===== src/rtl/reg_writeback.sv =====
// Register-file write side: merges ALU results and load returns onto one write port (A3/WD3/WE3).
// Load data is extended at enqueue and buffered; ALU results always take the write slot first.
module reg_writeback #(
    parameter int XLEN     = 32,
    parameter int LQ_DEPTH = 2
) (
    input  logic            clk,
    input  logic            rst,
    input  logic            alu_valid,
    input  logic [4:0]      alu_rd,
    input  logic [XLEN-1:0] alu_result,
    input  logic            ld_valid,
    output logic            ld_ready,
    input  logic [4:0]      ld_rd,
    input  logic [2:0]      ld_funct3,
    input  logic [1:0]      ld_offset,
    input  logic [XLEN-1:0] ld_data,
    output logic [4:0]      A3,
    output logic [XLEN-1:0] WD3,
    output logic            WE3,
    output logic            busy
);
    localparam int PW = $clog2(LQ_DEPTH);
    localparam int CW = PW + 1;

    logic [4:0]      lq_rd   [LQ_DEPTH];
    logic [XLEN-1:0] lq_data [LQ_DEPTH];
    logic [PW-1:0]   wr_ptr;
    logic [PW-1:0]   rd_ptr;
    logic [CW-1:0]   count;
    logic            full;
    logic            empty;
    logic            enq;
    logic            deq;
    logic [7:0]      ld_byte;
    logic [15:0]     ld_half;
    logic [XLEN-1:0] ld_ext;
    logic [4:0]      head_rd;
    logic [XLEN-1:0] head_data;

    // Handshake: a load return transfers on a rising edge where ld_valid && ld_ready;
    // ld_ready depends only on registered state (and rst), never on ld_valid.
    assign full     = (count == CW'(LQ_DEPTH));
    assign empty    = (count == '0);
    assign ld_ready = !rst && !full;
    assign enq      = ld_valid && ld_ready;
    assign deq      = !alu_valid && !empty;
    assign busy     = !empty || WE3;

    assign head_rd   = lq_rd[rd_ptr];
    assign head_data = lq_data[rd_ptr];

    always_comb begin
        ld_byte = ld_data[7:0];
        case (ld_offset)
            2'd0:    ld_byte = ld_data[7:0];
            2'd1:    ld_byte = ld_data[15:8];
            2'd2:    ld_byte = ld_data[23:16];
            default: ld_byte = ld_data[31:24];
        endcase
        // Misaligned halfwords are not trapped here; only the upper/lower lane choice matters.
        ld_half = ld_offset[1] ? ld_data[31:16] : ld_data[15:0];
        case (ld_funct3)
            3'b000:  ld_ext = {{(XLEN-8){ld_byte[7]}}, ld_byte};
            3'b100:  ld_ext = {{(XLEN-8){1'b0}}, ld_byte};
            3'b001:  ld_ext = {{(XLEN-16){ld_half[15]}}, ld_half};
            3'b101:  ld_ext = {{(XLEN-16){1'b0}}, ld_half};
            default: ld_ext = ld_data;
        endcase
    end

    always_ff @(posedge clk) begin
        if (enq) begin
            lq_rd[wr_ptr]   <= ld_rd;
            lq_data[wr_ptr] <= ld_ext;
        end
    end

    always_ff @(posedge clk) begin
        if (rst) begin
            wr_ptr <= '0;
            rd_ptr <= '0;
            count  <= '0;
        end else begin
            if (enq) begin
                wr_ptr <= wr_ptr + PW'(1);
            end
            if (deq) begin
                rd_ptr <= rd_ptr + PW'(1);
            end
            case ({enq, deq})
                2'b10:   count <= count + CW'(1);
                2'b01:   count <= count - CW'(1);
                default: count <= count;
            endcase
        end
    end

    // An rd=0 entry still consumes its slot but leaves WE3 low and A3/WD3 untouched.
    always_ff @(posedge clk) begin
        if (rst) begin
            A3  <= '0;
            WD3 <= '0;
            WE3 <= 1'b0;
        end else if (alu_valid) begin
            WE3 <= (alu_rd != 5'd0);
            if (alu_rd != 5'd0) begin
                A3  <= alu_rd;
                WD3 <= alu_result;
            end
        end else if (deq) begin
            WE3 <= (head_rd != 5'd0);
            if (head_rd != 5'd0) begin
                A3  <= head_rd;
                WD3 <= head_data;
            end
        end else begin
            WE3 <= 1'b0;
        end
    end

endmodule


===== config.mk =====
export PLATFORM = sky130hd
export DESIGN_NAME = reg_writeback
export DESIGN_NICKNAME = d
export VERILOG_FILES = /design/src/rtl/reg_writeback.sv
export SDC_FILE = /design/constraint.sdc
export NUM_CORES = 1
export LEC_CHECK = 0
export BUFFER_PORTS_ARGS = -buffer_cell sky130_fd_sc_hd__buf_2
export CAP_MARGIN = 25
export CORE_MARGIN = 1
export CORE_UTILIZATION = 50
export DETAILED_ROUTE_END_ITERATION = 6
export PLACE_DENSITY = 0.75
export REMOVE_ABC_BUFFERS = 1
export SLEW_MARGIN = 10
export SYNTH_ARGS = -nofsm -noshare
export SYNTH_HDL_FRONTEND = slang
export SYNTH_SLANG_ARGS = --single-unit

===== constraint.sdc =====
create_clock -name clk -period 6.05 [get_ports clk]
set_input_delay 0.9075 -clock clk [delete_from_list [all_inputs] [get_ports clk]]
set_output_delay 0.9075 -clock clk [all_outputs]
set_load 0.01 [all_outputs]

==> qor.txt, run 1 <==
Io pins - 123
GRT overflow - 0
Crit Path Max Fanout - 75
Crit share post-route - 48.5%
Quantity of hold-fixing buffers added after cts - 0
Top post-synthesis cells by count - nand2_1 (147), edfxtp_1 (74), mux2i_1 (71), dfxtp_1 (43), o21ai_0 (43)
H-tree depth - 4
Antenna violations before repair - 0
Post-Synthesis Cell Area - 5420 sq um
CP Capture Type - output port
Cell mode on critical path - buf_2
Synthesis-to-layout area growth - 24.6%
FF-to-FF setup slack - 3.19 ns
Die Ht - 106 microns
Hold Crit Endpoint - WD3[2]
Post-route DRC - 0
Final Hold Fails - 0
Synth Instances - 487
First-iteration detailed-routing DRC count - 280
Number of synthesized flops with an enable pin - 74
Hold crit path type - flip-flop to flip-flop
Critical Path, Cell by Cell - buf_2 -> inv_2 -> buf_4 -> o21a_1 -> buf_2
Total Power - 0.00256 W
HP Start - WD3[2]
IO buf count - 122
Max cap viols - 0
Critical-path top delay cell - buf_4
Fill count - 797
# rows - 37
Critical R2R Capture - WD3[30]
Reg2reg path depth - 6
Crit path max-delay family - buffers and inverters
Clock sinks - 117
Multi-input gate area - 2170 sq um
Root buf cell - clkbuf_8
Max Freq - 341 MHz
Crit start category - input port
Yosys warning count - 0
GP Congestion - 0.846
Top cells by area, synth - edfxtp_1 (41%), dfxtp_1 (16%), mux2i_1 (13%), nand2_1 (10%), o21ai_0 (4.0%)
First-pass GRT wire length - 20.0 mm
Final core utilization - 64.9%
Power Dens Cells - 379 nW/um^2
Number of routed nets with antenna violations - 0
Cts bufs inserted - 17
Worst hold path depth - 2
Die Area - 11300 sq um
Final WL - 12.7 mm
Antenna Diode Count - 0
Layout cells sized above 1 - 29.0%
Worst-Margin Slew - 0.856 ns
Vias in the first global route - 4058
Normalized max-slew margin - 42.5%
CTS tree - done
Via density - 5.58
Setup TNS - 0 ns
Worst-Skew Late Latency - 0.52 ns
Sequential cell area - 3080 sq um
Core region area - 10400 sq um
Unique masters post-synth - 38
Count leader, synth - nand2_1
Total track usage - 23.5%
Critical Path RT - 5.14 ns
Drt pass-1 iters - 4
Initial Util - 52.1%
Post-synth ARST share - 0%
DIE WIDTH - 106 microns
Routed len/inst - 16.9 microns
Via count - 4182
Largest net degree at the start of global routing - 76
Fin. max-slew vios - 0
Arrival time worst endpoint - 2.03 ns
Ys flop type - edfxtp_1
Share of the synthesized area in the top cell type - 41.0%
Flip-flop and latch count after synthesis - 117
CTS resizes - 0
CP Buf/Inv Count - 4
Setup CP Type - input port to output port
Layout Skew - 0.0146 ns
Fin worst setup slack - 3.12 ns
Worst IR drop on VDD - 0.000179 V
Dpl hpwl - 8.46 mm
LEAKAGE - 2.85 nW
Post-CTS setup repair buffer count - 0
Setup violations, final - 0
Final nets - 685
Worst Setup SP - rst
Max Root-Sink Buffers - 2
Slowest cell delay on critical path - 0.58 ns
Minimum clock period - 2.93 ns
Area leader, netlist - edfxtp_1
Synthesized area per cell - 11.1 sq um
Register area share after synthesis - 56.9%
Unrepaired setup endpoints after global routing - false
Dpl ws - 2.92 ns
CTS clk-pin slew, worst paths - 0.05 ns
Status - finished, final reports clean
## where the power goes
group	leakage [nW]	switching, W	total, W	internal [W]
sequential	1.04	0.0000698	0.00103	0.000960
clock	0.291	0.000334	0.000982	0.000648
combinational	1.51	0.000291	0.000547	0.000257
total	2.85	0.000694	0.00256	0.00186
## metal layers
layer	track usage, %	up-vias	part of all wire, %
met2	39.2	196	50
li1	-	1970	-
met5	0	-	0
met3	5.46	14	8.1
met4	7.84	0	1.3
met1	30.0	2002	41
## stage by stage
stage / hold WS (ns) / instances / area (sq um)
2_1_floorplan: 0.474 / 454 / 5260
3_3_place_gp: 0.441 / 715 / 6080
3_5_place_dp: 0.446 / 718 / 6160
4_1_cts: 0.455 / 749 / 6760
5_1_grt: 0.473 / 749 / 6760
6_report: 0.454 / 749 / 6760
## worst max-delay path by stage
stage	end	slack, ns	depth (start not counted)
floorplan	lq_data[0][0]	1.60	3
global placement	WD3[23]	3.02	6
detailed placement	WD3[3]	2.92	6
CTS	ld_ready	3.12	5
global route	A3[3]	3.01	6
finish	ld_ready	3.12	5
## sequential cells by signal, summed over array words and instances, names as in the netlist, named ones only
name,cells
A3,5
WD3,32
WE3,1
count,2
lq_data,64
lq_rd,10
rd_ptr,1
wr_ptr,1
## cell usage in the layout (no fill, tap or decap), types with 2 or more instances in the layout
cell        count
nor2_1          5
mux2_2          4
buf_4           3
clkinvlp_4      2
clkinv_2        4
o211ai_1        4
a22o_1          7
a21o_1          2
nor2_4          2
dfxtp_1        42
bufinv_16       2
or3_1           2
o21ai_0        43
a22oi_1         7
a221o_1         7
mux2i_1        71
nand2_1       147
buf_2         122
a21oi_1         2
mux4_2          8
edfxtp_1       74
clkbuf_8        5
inv_1           3
nand2b_1        3
xnor2_1         3
buf_16          3
clkbuf_16      17
## logic make-up after synthesis
logic type,Yosys count,share of synthesized area (%)
simple gates,164,11.8
flops,117,56.9
mux,84,17.5
compound gates,79,9.46
buf+inv,38,3.44
xor+xnor,4,0.646
fa+ha+maj,1,0.231
## worst min-delay path, cell delays in order, from the launching register on
cell	delay, ns
dfxtp_1	0.30
nand2_1	0.05
mux2i_1	0.05
## cell type report
class | count | share of cell area [%]
clock buffer | 23 | 7.37
clock inverter | 8 | 1.41
inverter | 5 | 0.278
multi-input combinational | 332 | 32.2
sequential | 117 | 45.7
tap | 136 | 2.52
timing repair buffer | 128 | 10.6
(Power assumes the default switching activity.)
==> run 2, diff against run 1 <==
- ABC_AREA: unset -> 1
- clock period: 6.05 -> 3 ns (I/O delays scaled with it)
==> qor.txt, run 2 <==
Max Root-Sink Buffers - 2 (unchanged)
Total track usage - 25.5% (+2.0 points)
Crit start category - flip-flop
Register area share after synthesis - 55.8% (-1.1 points)
Largest net degree at the start of global routing - 46 (-39%)
CTS resizes - 0 (unchanged)
Yosys warning count - 0 (unchanged)
Synthesis-to-layout area growth - 22.2%
Commonest cells after routing, fill and taps aside - nand2_1 (165), nor2_1 (128), buf_2 (122)
Antenna violations before repair - 0 (unchanged)
Regs by FF count - lq_data (64), WD3 (32), lq_rd (10)
Min Hold Slack - 0.122 ns (-0.332 ns)
Final Hold Fails - 0 (unchanged)
Hold crit path type - input port to flip-flop
Clock sinks - 117 (unchanged)
Max cap viols - 0 (unchanged)
Flip-flop and latch count after synthesis - 117 (unchanged)
CP Capture Type - flip-flop
Post-CTS setup repair buffer count - 0 (unchanged)
CTS tree - done
Synth Instances - 639 (+31%)
Drt pass-1 iters - 5 (+1)
# rows - 38 (+2.7%)
Crit Path Max Fanout - 34 (-55%)
Vias in the first global route - 4580 (+13%)
Via density - 5.50 (-1.4%)
Layout Skew - 0.00730 ns (-0.00730 ns)
Top post-synthesis cells by count - nand2_1 (165), nor2_1 (130), edfxtp_1 (74), dfxtp_1 (43), o21ai_0 (35)
Power Dens Cells - 659 nW/um^2 (+74%)
Max reg flops - 64 (unchanged)
DIE WIDTH - 107 microns (+0.92%)
Synthesized area per cell - 8.65 sq um (-22%)
Final WL - 14.0 mm (+11%)
Max Freq - 393 MHz
GP Congestion - 0.914 (+8.1%)
Arrival time worst endpoint - 2.99 ns (+0.96 ns)
Critical-path top delay cell - dfxtp_1
Layout cells sized above 1 - 22.5% (-6.6 points)
Finished Layout Cells - 905 (+21%)
HP Start - ld_rd[4]
Largest Register - lq_data
Normalized max-slew margin - 52.6% (+10 points)
Die Area - 11500 sq um (+1.9%)
Quantity of hold-fixing buffers added after cts - 0 (unchanged)
CTS clk-pin slew, worst paths - 0.06 ns (about the same)
Net Sw Power - 0.00119 W (+72%)
Post-Synthesis Cell Area - 5530 sq um (+1.9%)
Unrepaired setup endpoints after global routing - false
Sw Share - 26.9% (-0.26 points)
Internal power - 0.00325 W (+74%)
Setup CP Type - flip-flop to flip-flop
Commonest non-fill, non-tap cell in the layout - nand2_1
Worst-Margin Slew - 0.708 ns (-0.148 ns)
LEAKAGE - 2.97 nW (+4.4%)
Crit share post-route - 84.7%
Antenna Diode Count - 0 (unchanged)
Io pins - 123 (unchanged)
Fin. max-slew vios - 0 (unchanged)
Top cells by area, synth - edfxtp_1 (40%), dfxtp_1 (16%), nand2_1 (11%), nor2_1 (8.8%), nand3b_1 (4.5%)
Via count - 4982 (+19%)
Share of the synthesized area in the top cell type - 40.2% (-0.76 points)
IO buf count - 122 (unchanged)
Final nets - 836 (+22%)
Critical Path RT - 3.45 ns (-1.69 ns)
Worst-Skew Late Latency - 0.51 ns (about the same)
Inst Count DP - 873 (+22%)
Logic gate share of total power - 17.0% (-4.4 points)
Initial Util - 51.2% (-0.87 points)
Worst IR drop on VDD - 0.000312 V (+75%)
Clk network pwr share - 39.9% (+1.5 points)
Cell mode on critical path - nand2_1
Core region area - 10800 sq um (+3.6%)
Setup violations, final - 0 (unchanged)
Post-synth ARST share - 0% (unchanged)
Cts bufs inserted - 17 (unchanged)
Final core utilization - 62.6% (-2.3 points)
Dpl hpwl - 9.23 mm (+9.1%)
Routed len/inst - 15.5 microns (-8.5%)
First-iteration detailed-routing DRC count - 398 (+42%)
H-tree depth - 4 (unchanged)
Status - finished, final reports clean
Count leader, synth - nand2_1
Number of synthesized flops with an enable pin - 74 (unchanged)
Ys flop type - edfxtp_1
Area leader, netlist - edfxtp_1
Number of routed nets with antenna violations - 0 (unchanged)
Post-route DRC - 0 (unchanged)
Die Ht - 107 microns (+0.92%)
Slowest cell delay on critical path - 0.67 ns (+0.09 ns)
First-pass GRT wire length - 22.2 mm (+11%)
Minimum clock period - 2.54 ns
Setup TNS - 0 ns (unchanged)
Critical Path, Cell by Cell - inv_2 -> nand2_1 -> nand2_1 -> nor2_1 -> nand3_4 -> nand2_2 -> nand2_2 -> nand2_1 -> nand2_1 -> nor2_1
Root buf cell - clkbuf_8
GRT overflow - 0 (unchanged)
Unique masters post-synth - 26 (-32%)
Sequential share of power - 43.1% (+2.9 points)
[run 2: cell types whose count changed after synthesis, moves of 16 or more]
cell / previous run / this run
a21oi_1: 2 / 21
a31oi_1: 1 / 32
inv_1: 4 / 20
mux2i_1: 71 / 0
nand2_1: 147 / 165
nand3_1: 1 / 17
nand3b_1: 0 / 33
nor2_1: 7 / 130
[run 2: cell type report]
class | count | area, sq um
tap | 140 | 175
multi-input combinational | 463 | 2190
clock buffer | 27 | 502
inverter | 22 | 82.6
sequential | 117 | 3080
fill | 897 | 4040
timing repair buffer | 131 | 691
clock inverter | 5 | 25.0
[run 2: routing by layer]
metal  track usage (%)  share of wire, %
met3              6.08               9.4
met1              32.4                41
met4              10.4               2.2
met2              41.7                47
met5                 0                 0
[run 2: final timing paths]
path              depth (start not counted)     endpoint  slack, ns
setup / recovery                         10        A3[4]       0.46
hold / removal                            1  lq_rd[0][4]       0.12
setup reg to reg                         10        A3[4]       0.46
hold reg to reg                           1       rd_ptr       0.45
[run 2: through the flow]
| stage | setup WS [ns] | area (sq um) | power [W] |
|---|---|---|---|
| after floorplan | 0.116 | 5340 | 0.00240 |
| after global placement | 0.564 | 6220 | 0.00267 |
| after detailed placement | 0.465 | 6220 | 0.00269 |
| after CTS | 0.427 | 6750 | 0.00446 |
| after global routing | 0.138 | 6750 | 0.00464 |
| final | 0.458 | 6750 | 0.00445 |
[run 2: power by group through the flow]
stage	logic, W	registers, W	clock network [W]
2_1_floorplan	0.000418	0.00198	0
3_3_place_gp	0.000728	0.00194	0
3_5_place_dp	0.000747	0.00195	0
4_1_cts	0.000755	0.00192	0.00179
5_1_grt	0.000850	0.00193	0.00186
6_report	0.000758	0.00192	0.00177
[run 2: critical path, delay by kind of cell, from the launching register on]
kind | cells | cell delay [ns]
buffers and inverters | 1 | 0.26
and+or+nand+nor | 9 | 1.51
DFF | 1 | 0.67
[run 2: kinds of logic (layout without fill, tap and decap cells)]
logic type | after synthesis | count (layout) | share of synthesized area [%]
and+or+nand+nor | 354 | 354 | 27.3
adders and majority gates | 1 | 1 | 0.226
DFF | 117 | 117 | 55.8
buffers and inverters | 59 | 185 | 4.78
AOI/OAI and AO/OA | 108 | 108 | 11.9
==> run 3, diff against run 2 <==
- CORE_UTILIZATION: 50 -> 49
- PLACE_DENSITY: 0.75 -> 0.76
- clock period: 3 -> 2.3 ns (I/O delays scaled with it)
==> qor.txt, run 3 (same netlist as run 2, synthesis figures left out) <==
Status - finished, final reports clean
Via density - 5.43 (-1.3%)
LEAKAGE - 3.05 nW (+2.7%)
Synthesis-to-layout area growth - 25.1%
Critical-path top delay cell - dfxtp_1
Crit share post-route - 81.7% (-3.0 points)
DIE WIDTH - 108 microns (+1.0%)
Total Power - 0.00613 W (+38%)
Root buf cell - clkbuf_16
Die Area - 11700 sq um (+2.0%)
Drt pass-1 iters - 5 (unchanged)
Slowest cell delay on critical path - 0.38 ns (-0.29 ns)
GP Congestion - 0.890 (-2.6%)
Final WL - 14.3 mm (+1.7%)
CTS resizes - 0 (unchanged)
CP Buf/Inv Count - 2 (+1)
CTS tree - done
Hold Crit Endpoint - WE3
Crit Path Max Fanout - 33 (-2.9%)
Critical Path RT - 2.64 ns (-0.81 ns)
Cts bufs inserted - 17 (unchanged)
Layout Skew - 0.00910 ns (+0.00180 ns)
Number of routed nets with antenna violations - 0 (unchanged)
Post-CTS setup repair buffer count - 0 (unchanged)
Worst-Margin Slew - 0.637 ns (-0.0705 ns)
Worst hold path depth - 2 (+1)
Total track usage - 25.5% (+0.043 points)
Io pins - 123 (unchanged)
Vias in the first global route - 4793 (+4.7%)
First-iteration detailed-routing DRC count - 390 (-2.0%)
Normalized max-slew margin - 57.4% (+4.8 points)
Minimum clock period - 1.88 ns (-0.662 ns)
H-tree depth - 4 (unchanged)
# rows - 38 (unchanged)
Regs by FF count - lq_data (64), WD3 (32), lq_rd (10)
Critical R2R Capture - WD3[5]
Via count - 4956 (-0.52%)
FF-to-FF setup slack - 0.42 ns (-0.04 ns)
Initial Util - 50.5% (-0.67 points)
Worst-Skew Late Latency - 0.40 ns (-0.11 ns)
Layout cells sized above 1 - 23.3% (+0.83 points)
Reg2reg path depth - 9 (-1)
Critical Path, Cell by Cell - inv_2 -> nand2_1 -> nand2_1 -> nor2_1 -> nand3_4 -> a21boi_4 -> buf_4 -> nor2_1 -> nor2_1
Final nets - 843 (+0.84%)
CP Capture Type - flip-flop
Cell mode on critical path - nor2_1
Max Root-Sink Buffers - 2 (unchanged)
Max reg flops - 64 (unchanged)
Largest net degree at the start of global routing - 45 (-2.2%)
CTS clk-pin slew, worst paths - 0.06 ns (about the same)
Max cap viols - 0 (unchanged)
First-pass GRT wire length - 22.7 mm (+2.4%)
Setup CP Type - flip-flop to flip-flop
Worst IR drop on VDD - 0.000479 V (+53%)
Setup violations, final - 0 (unchanged)
Hold crit path type - input port to flip-flop
Commonest cells after routing, fill and taps aside - nand2_1 (165), nor2_1 (128), buf_2 (122)
Die Ht - 108 microns (+1.0%)
Min Hold Slack - 0.135 ns (+0.0128 ns)
Arrival time worst endpoint - 2.22 ns (-0.77 ns)
Core region area - 10900 sq um (+1.3%)
Post-route DRC - 0 (unchanged)
Unrepaired setup endpoints after global routing - false
Dpl hpwl - 9.42 mm (+2.1%)
GRT overflow - 0 (unchanged)
Fin. max-slew vios - 0 (unchanged)
Max Freq - 532 MHz (+35%)
Crit path max-delay family - simple AND/OR/NAND/NOR gates
IO buf count - 122 (unchanged)
HP Start - rst
Crit start category - flip-flop
Power Dens Cells - 887 nW/um^2 (+35%)
Final Hold Fails - 0 (unchanged)
Antenna violations before repair - 0 (unchanged)
Commonest non-fill, non-tap cell in the layout - nand2_1
Routed len/inst - 15.6 microns (+0.97%)
Largest Register - lq_data
Quantity of hold-fixing buffers added after cts - 0 (unchanged)
Antenna Diode Count - 0 (unchanged)
Clock sinks - 117 (unchanged)
-- run 3: changes by cell type in the layout (fill, tap and decap cells not counted) --
| cell | before | now |
|---|---|---|
| clkbuf_16 | 16 | 22 |
| buf_4 | 8 | 12 |
| clkbuf_8 | 6 | 0 |
| inv_4 | 1 | 2 |
| buf_12 | 1 | 4 |
| clkinv_1 | 1 | 0 |
-- run 3: metrics by stage --
step | cell area (sq um) | std cells | util (%) | worst slack, ns | setup TNS [ns]
after floorplan | 5340 | 602 | - | -0.557 | -48.72
after global placement | 6310 | 880 | 57.7 | 0.376 | 0
after detailed placement | 6310 | 880 | 57.7 | 0.278 | 0
after CTS | 6910 | 912 | 63.2 | 0.437 | 0
after global routing | 6910 | 912 | 63.2 | 0.301 | 0
final | 6910 | 912 | 63.2 | 0.421 | 0
-- run 3: metal layers --
metal / up-vias / wire length (microns) / track usage, %
met3: 27 / 934 / 4.34
li1: 2420 / - / -
met2: 191 / 6980 / 42.2
met4: 0 / 274 / 11.9
met5: - / 0 / 0
met1: 2318 / 6070 / 32.6
-- run 3: report_power, final --
group	switching [W]	internal [W]	total, W
Sequential	0.0000676	0.00242	0.00249
Clock	0.000911	0.00170	0.00261
Combinational	0.000644	0.000388	0.00103
-- run 3: how the worst max path moves through the flow --
| stage | from | slack (ns) | to | depth (start not counted) |
|---|---|---|---|---|
| 5_1_grt | flip-flop | 0.30 | WD3[29] | 10 |
| 3_5_place_dp | ld_funct3[1] | 0.28 | lq_data[0][30] | 6 |
| 4_1_cts | flip-flop | 0.44 | WD3[30] | 9 |
| 2_1_floorplan | count[0] | -0.56 | lq_data[0][0] | 4 |
| 3_3_place_gp | ld_funct3[1] | 0.38 | lq_data[0][13] | 7 |
| 6_report | flip-flop | 0.42 | WD3[5] | 9 |
-- run 3: layout make-up --
| class | instances | area (sq um) |
|---|---|---|
| sequential | 117 | 3080 |
| fill | 906 | 4020 |
| timing repair buffer | 138 | 781 |
| multi-input combinational | 463 | 2190 |
| clock inverter | 5 | 27.5 |
| tap | 140 | 175 |
| inverter | 22 | 82.6 |
| clock buffer | 27 | 569 |
